File: config.mk
export PLATFORM = sky130hd
export DESIGN_NAME = updown_counter
export DESIGN_NICKNAME = d
export VERILOG_FILES = /design/src/rtl/updown_counter_pkg.sv /design/src/rtl/updown_counter_tick_gen.sv /design/src/rtl/updown_counter.sv
export SDC_FILE = /design/constraint.sdc
export NUM_CORES = 1
export LEC_CHECK = 0
export BUFFER_PORTS_ARGS = -buffer_cell sky130_fd_sc_hd__buf_2
export CELL_PAD_IN_SITES_DETAIL_PLACEMENT = 0
export CELL_PAD_IN_SITES_GLOBAL_PLACEMENT = 1
export CORE_ASPECT_RATIO = 0.8
export CORE_MARGIN = 2
export CORE_UTILIZATION = 33
export CTS_CLUSTER_SIZE = 20
export DETAILED_ROUTE_END_ITERATION = 16
export PLACE_DENSITY = 0.71
export SLEW_MARGIN = 30
export SYNTH_ARGS = -nofsm -noshare
export SYNTH_HDL_FRONTEND = slang
export SYNTH_SLANG_ARGS = --single-unit
File: constraint.sdc
create_clock -name clk -period 2.05 [get_ports clk]
set_clock_uncertainty 0.2 [all_clocks]
set_input_delay 0.5125 -clock clk [delete_from_list [all_inputs] [get_ports clk]]
set_output_delay 0.5125 -clock clk [all_outputs]
set_load 0.005 [all_outputs]
File: src/rtl/updown_counter_pkg.sv
// Shared definitions for the up/down counter family: boundary-mode constants,
// the per-cycle action encoding and a constant clog2 for register sizing.
package updown_counter_pkg;

  localparam int CNT_WRAP = 0;
  localparam int CNT_SAT  = 1;

  typedef enum logic [1:0] {
    ACT_IDLE,
    ACT_LOAD,
    ACT_UP,
    ACT_DOWN
  } cnt_act_e;

  // Bits needed to hold values 0..v-1; never returns less than 1.
  function automatic int clog2(input int v);
    int r;
    r = 0;
    while ((64'd1 << r) < 64'(v)) r++;
    return (r < 1) ? 1 : r;
  endfunction

endpackage

File: src/rtl/updown_counter_tick_gen.sv
// Prescaler: pulses tick on every PRESCALE-th enabled cycle. clr restarts the
// period; with PRESCALE=1 it degenerates to tick = en and holds no state.
module tick_gen
  import updown_counter_pkg::*;
#(
  parameter int PRESCALE = 1
) (
  input  logic clk,
  input  logic reset,
  input  logic en,
  input  logic clr,
  output logic tick
);

  if (PRESCALE < 1 || PRESCALE > 65536) begin : g_bad_prescale
    $error("tick_gen: PRESCALE=%0d outside 1..65536", PRESCALE);
  end

  if (PRESCALE == 1) begin : g_direct
    logic unused_inputs;
    assign unused_inputs = ^{clk, reset, clr};
    assign tick = en;
  end else begin : g_count
    localparam int             PW   = clog2(PRESCALE);
    localparam logic [PW-1:0]  LAST = PW'(PRESCALE - 1);

    logic [PW-1:0] pcnt;
    logic          at_last;

    assign at_last = (pcnt == LAST);
    assign tick    = en & at_last;

    // NOTE: sequential state is written only with non-blocking assignments so
    // every register samples its inputs from the same pre-edge values.
    always_ff @(posedge clk) begin
      if (reset || clr) begin
        pcnt <= '0;
      end else if (en) begin
        pcnt <= at_last ? '0 : pcnt + PW'(1);
      end
    end
  end

endmodule

File: src/rtl/updown_counter.sv
// Loadable up/down counter with programmable terminal value, optional
// prescaler and wrap-or-saturate boundaries; q and tc are both registered.
module updown_counter
  import updown_counter_pkg::*;
#(
  parameter int              N        = 8,
  parameter longint unsigned MAX      = (64'd1 << N) - 64'd1,
  parameter int              PRESCALE = 1,
  parameter int              SATURATE = CNT_WRAP
) (
  input  logic         clk,
  input  logic         reset,
  input  logic         en,
  input  logic         up,
  input  logic         load,
  input  logic [N-1:0] d,
  output logic [N-1:0] q,
  output logic         tc
);

  if (N < 1 || N > 32) begin : g_bad_n
    $error("updown_counter: N=%0d outside 1..32", N);
  end
  if (MAX == 0 || MAX > ((64'd1 << N) - 64'd1)) begin : g_bad_max
    $error("updown_counter: MAX=%0d illegal for N=%0d", MAX, N);
  end
  if (SATURATE != CNT_WRAP && SATURATE != CNT_SAT) begin : g_bad_mode
    $error("updown_counter: SATURATE=%0d must be 0 or 1", SATURATE);
  end

  localparam logic [N-1:0] MAX_V = MAX[N-1:0];
  localparam bit           SAT   = (SATURATE == CNT_SAT);

  logic         tick;
  logic         at_max;
  logic         at_zero;
  cnt_act_e     act;
  logic [N-1:0] q_next;
  logic         tc_next;

  // A load restarts the prescale period so the next step is a full period away.
  tick_gen #(
    .PRESCALE(PRESCALE)
  ) u_tick_gen (
    .clk  (clk),
    .reset(reset),
    .en   (en),
    .clr  (load),
    .tick (tick)
  );

  assign at_max  = (q == MAX_V);
  assign at_zero = (q == '0);

  always_comb begin
    act = ACT_IDLE;
    if (load)      act = ACT_LOAD;
    else if (tick) act = up ? ACT_UP : ACT_DOWN;
  end

  // Boundaries are explicit compares so a MAX below 2**N-1 wraps correctly.
  always_comb begin
    // NOTE: defaults first so every path assigns both outputs and no latch
    // is inferred.
    q_next  = q;
    tc_next = 1'b0;
    unique case (act)
      ACT_LOAD: q_next = (d > MAX_V) ? MAX_V : d;
      ACT_UP: begin
        if (at_max) begin
          q_next  = SAT ? MAX_V : '0;
          tc_next = 1'b1;
        end else begin
          q_next = q + N'(1);
        end
      end
      ACT_DOWN: begin
        if (at_zero) begin
          q_next  = SAT ? '0 : MAX_V;
          tc_next = 1'b1;
        end else begin
          q_next = q - N'(1);
        end
      end
      default: ;
    endcase
  end

  always_ff @(posedge clk) begin
    if (reset) begin
      q  <= '0;
      tc <= 1'b0;
    end else begin
      q  <= q_next;
      tc <= tc_next;
    end
  end

endmodule

==> impl_metrics.ini <==
[setup_path]
critical_path_s_largest_stage_delay_ns = 0.48
path_class = flop to flop
timing.critical_path.required_ns = 2.05
critical_path_arrival_ns = 1.91
crit_path_start = q[0]
slowest_cell_on_crit_path = or4b_4
worstPathCellList = inv_1 > buf_4 > ha_1 > or4b_4 > nand4b_1 > o311ai_2 > a221oi_2
worstReg2RegStart = q[0]
type_of_element_launching_the_critical_path = flop
reg2reg_depth = 7
worst-r2r-setup-slack_ns = 0.13
sort_of_element_at_the_end_of_the_critical_path = flop
critical_path.max_fanout = 3
worstSetupEndpoint = q[4]
critical_path.reg2reg.endpoint = q[4]

[clock_tree]
clock-root-buffer = clkbuf_4
tritoncts = done
tritoncts.num_buffers = 3
htreeDepth = 1
clock_sinks = 9
cts.reportedPaths.clkPinSlew_ns = 0.07
insertion_delay_ns = 0.28
ctsLongestPathBuffers = 2
cts.hold.buffers_added = 0
cts_setup_buffers = 0

[synthesis]
synthDistinctLibCells = 46
syn_area_um2 = 834.6
post_synth_edffs = 0
postSynthRegisterBits = 9
syn_inst = 111
ys.warnings.count = 0
mappedNetlistNets = 127
dominantRegCellSynth = dfxtp_1
postSynth.asyncResetShare_pct = 0
syn_avg_cell_area_um2 = 7.518
ys_seq_area_share_pct = 21.59

[power]
total_leakage_power_nw = 0.4789
power.switching_fraction_pct = 37.72
cellInternalPower_mw = 0.3817
vdd_ir_drop_max_uv = 265.5
finalPower_mw = 0.6128
clock_power_share_pct = 25.6
power_frac_seq_pct = 34.1
power.density_cell_area_nw_per_um2 = 552.8
combPwrFrac_pct = 40.3
p_switching_mw = 0.2311

[drt]
routed-via-count = 1048
post_drt_via_cell_ratio = 5.790
detail_route.wirelength.met1_um = 1301
drc = 0
dr_wl_met3_um = 200
met2_wirelength_um = 1320
drt-initial-drc-count = 27
detail_route.wirelength_um = 2935
route.top_layer_used = met4
detail_route.first_pass.iterations = 4
drt-wirelength-per-cell_um = 16.22
routed_antenna_nets = 0

[floorplan]
area_of_the_die_um2 = 2950
io_pins = 22
die_width_um = 60.23
num_rows = 16
core_area_um2 = 2422
die_y_um = 48.98
initial_core_util_pct = 34.45

[layout]
final_design_area_no_fill_um2 = 1109
final_layout_size_suffix_gt1_share_pct = 33.10
final_nets = 162
final_common_cell = buf_2
most-common-layout-cells = 21 x buf_2, 15 x buf_4, 9 x nand2_1, 9 x dfxtp_1
finish.utilization_pct = 45.76
area.growth.synth_to_final_pct = 32.83
n_antenna_cell = 0

[sta]
min_period_ns = 1.917
timing.setup.tns_ns = 0
period_share_pct = 93.52
worst_pin_slew_ns = 0.4239
finalHoldWorstSlack_ns = 0.2974
hold_viol_final = 0
slew_viol_final = 0
setup_viol = 0
max_clock_freq_mhz = 521.6
slew-limit-headroom_pct = 71.01

[placement]
postPlaceCellArea_um2 = 1066
dp_hpwl_um = 2274
gp_congestion = 0.8256
port_buffers = 21

[run]
max_cap_viols = 0

[grt]
global_route.usage.total_pct = 22.19
grt_antenna_before_repair = 0
wire_length_of_the_first_global_routing_pass_um = 4802
via_count_of_the_first_global_routing_pass = 1013
grt_max_degree = 12
globalRoute.totalOverflow = 0

[worst_hold_path]
worst_hold_path_type = input pin to flop

[run_status]
result_of_the_run = finished, final reports clean
[power groups by stage]
stage          clock, mW  sequential [mW]  combinational, mW
2_1_floorplan          0            0.211              0.140
3_3_place_gp           0            0.211              0.232
3_5_place_dp           0            0.212              0.238
4_1_cts            0.157            0.208              0.239
5_1_grt            0.167            0.211              0.271
6_report           0.157            0.209              0.247
[through the flow]
stage | setup WS (ns) | std cells
floorplan | 0.01443 | 111
CTS | 0.02872 | 181
global route | -0.001752 | 181
global placement | 0.1015 | 177
detailed placement | 0.04276 | 177
finish | 0.1328 | 181
[critical path: cells and delay by family, from the launching register on]
kind / cells / cell delay [ns]
AO/OA/AOI/OAI: 2 / 0.36
AND/OR/NAND/NOR: 2 / 0.61
adder cells (fa/ha/maj): 1 / 0.16
buffers and inverters: 2 / 0.19
flip-flops: 1 / 0.31
[state kept, by name (all words and copies together) (netlist names)]
name  count
tc        1
q         8
[per-layer routing]
layer | global-route usage, % | vias up
li1 | - | 500
met1 | 28.80 | 499
met2 | 32.43 | 36
met3 | 6.366 | 13
met4 | 12.22 | 0
met5 | 0 | -
[Yosys cell counts (3+ instances only)]
library cell,count,share of area (%)
dfxtp_1,9,22
inv_1,7,3.1
nand3_1,4,2.4
o21ai_0,6,3.6
nor2_1,8,3.6
a31oi_1,3,2.2
nor3_1,5,3.0
a21oi_1,8,4.8
ha_1,3,4.5
nand2_1,9,4.0
o22ai_1,5,3.7
[cell families after synthesis]
logic type / share of synthesized area, %
xor+xnor: 1.050
flops: 21.59
simple gates: 31.18
buf+inv: 6.896
compound gates: 34.79
fa+ha+maj: 4.498
[repair_timing]
item,in CTS,in global routing
endpoints found under the hold margin,0,0
gates resized for setup,0,3
setup endpoints to repair,0,4
[how the worst min path moves through the flow]
stage / start / endpoint / depth (start not counted)
after floorplan: q[4] / q[4] / 2
after global placement: q[0] / q[0] / 3
after detailed placement: q[0] / q[0] / 3
after CTS: d[1] / q[1] / 3
after global routing: d[1] / q[1] / 3
final: d[1] / q[1] / 3
[cell type report]
class	count	area, um^2
clock buffers	4	26.28
fillers	255	1314
inverters	7	26.28
multi-input cells	89	613.1
flip-flops and latches	9	180.2
well taps	36	45.04
repair buffers	36	217.7
(Power assumes the default switching activity.)
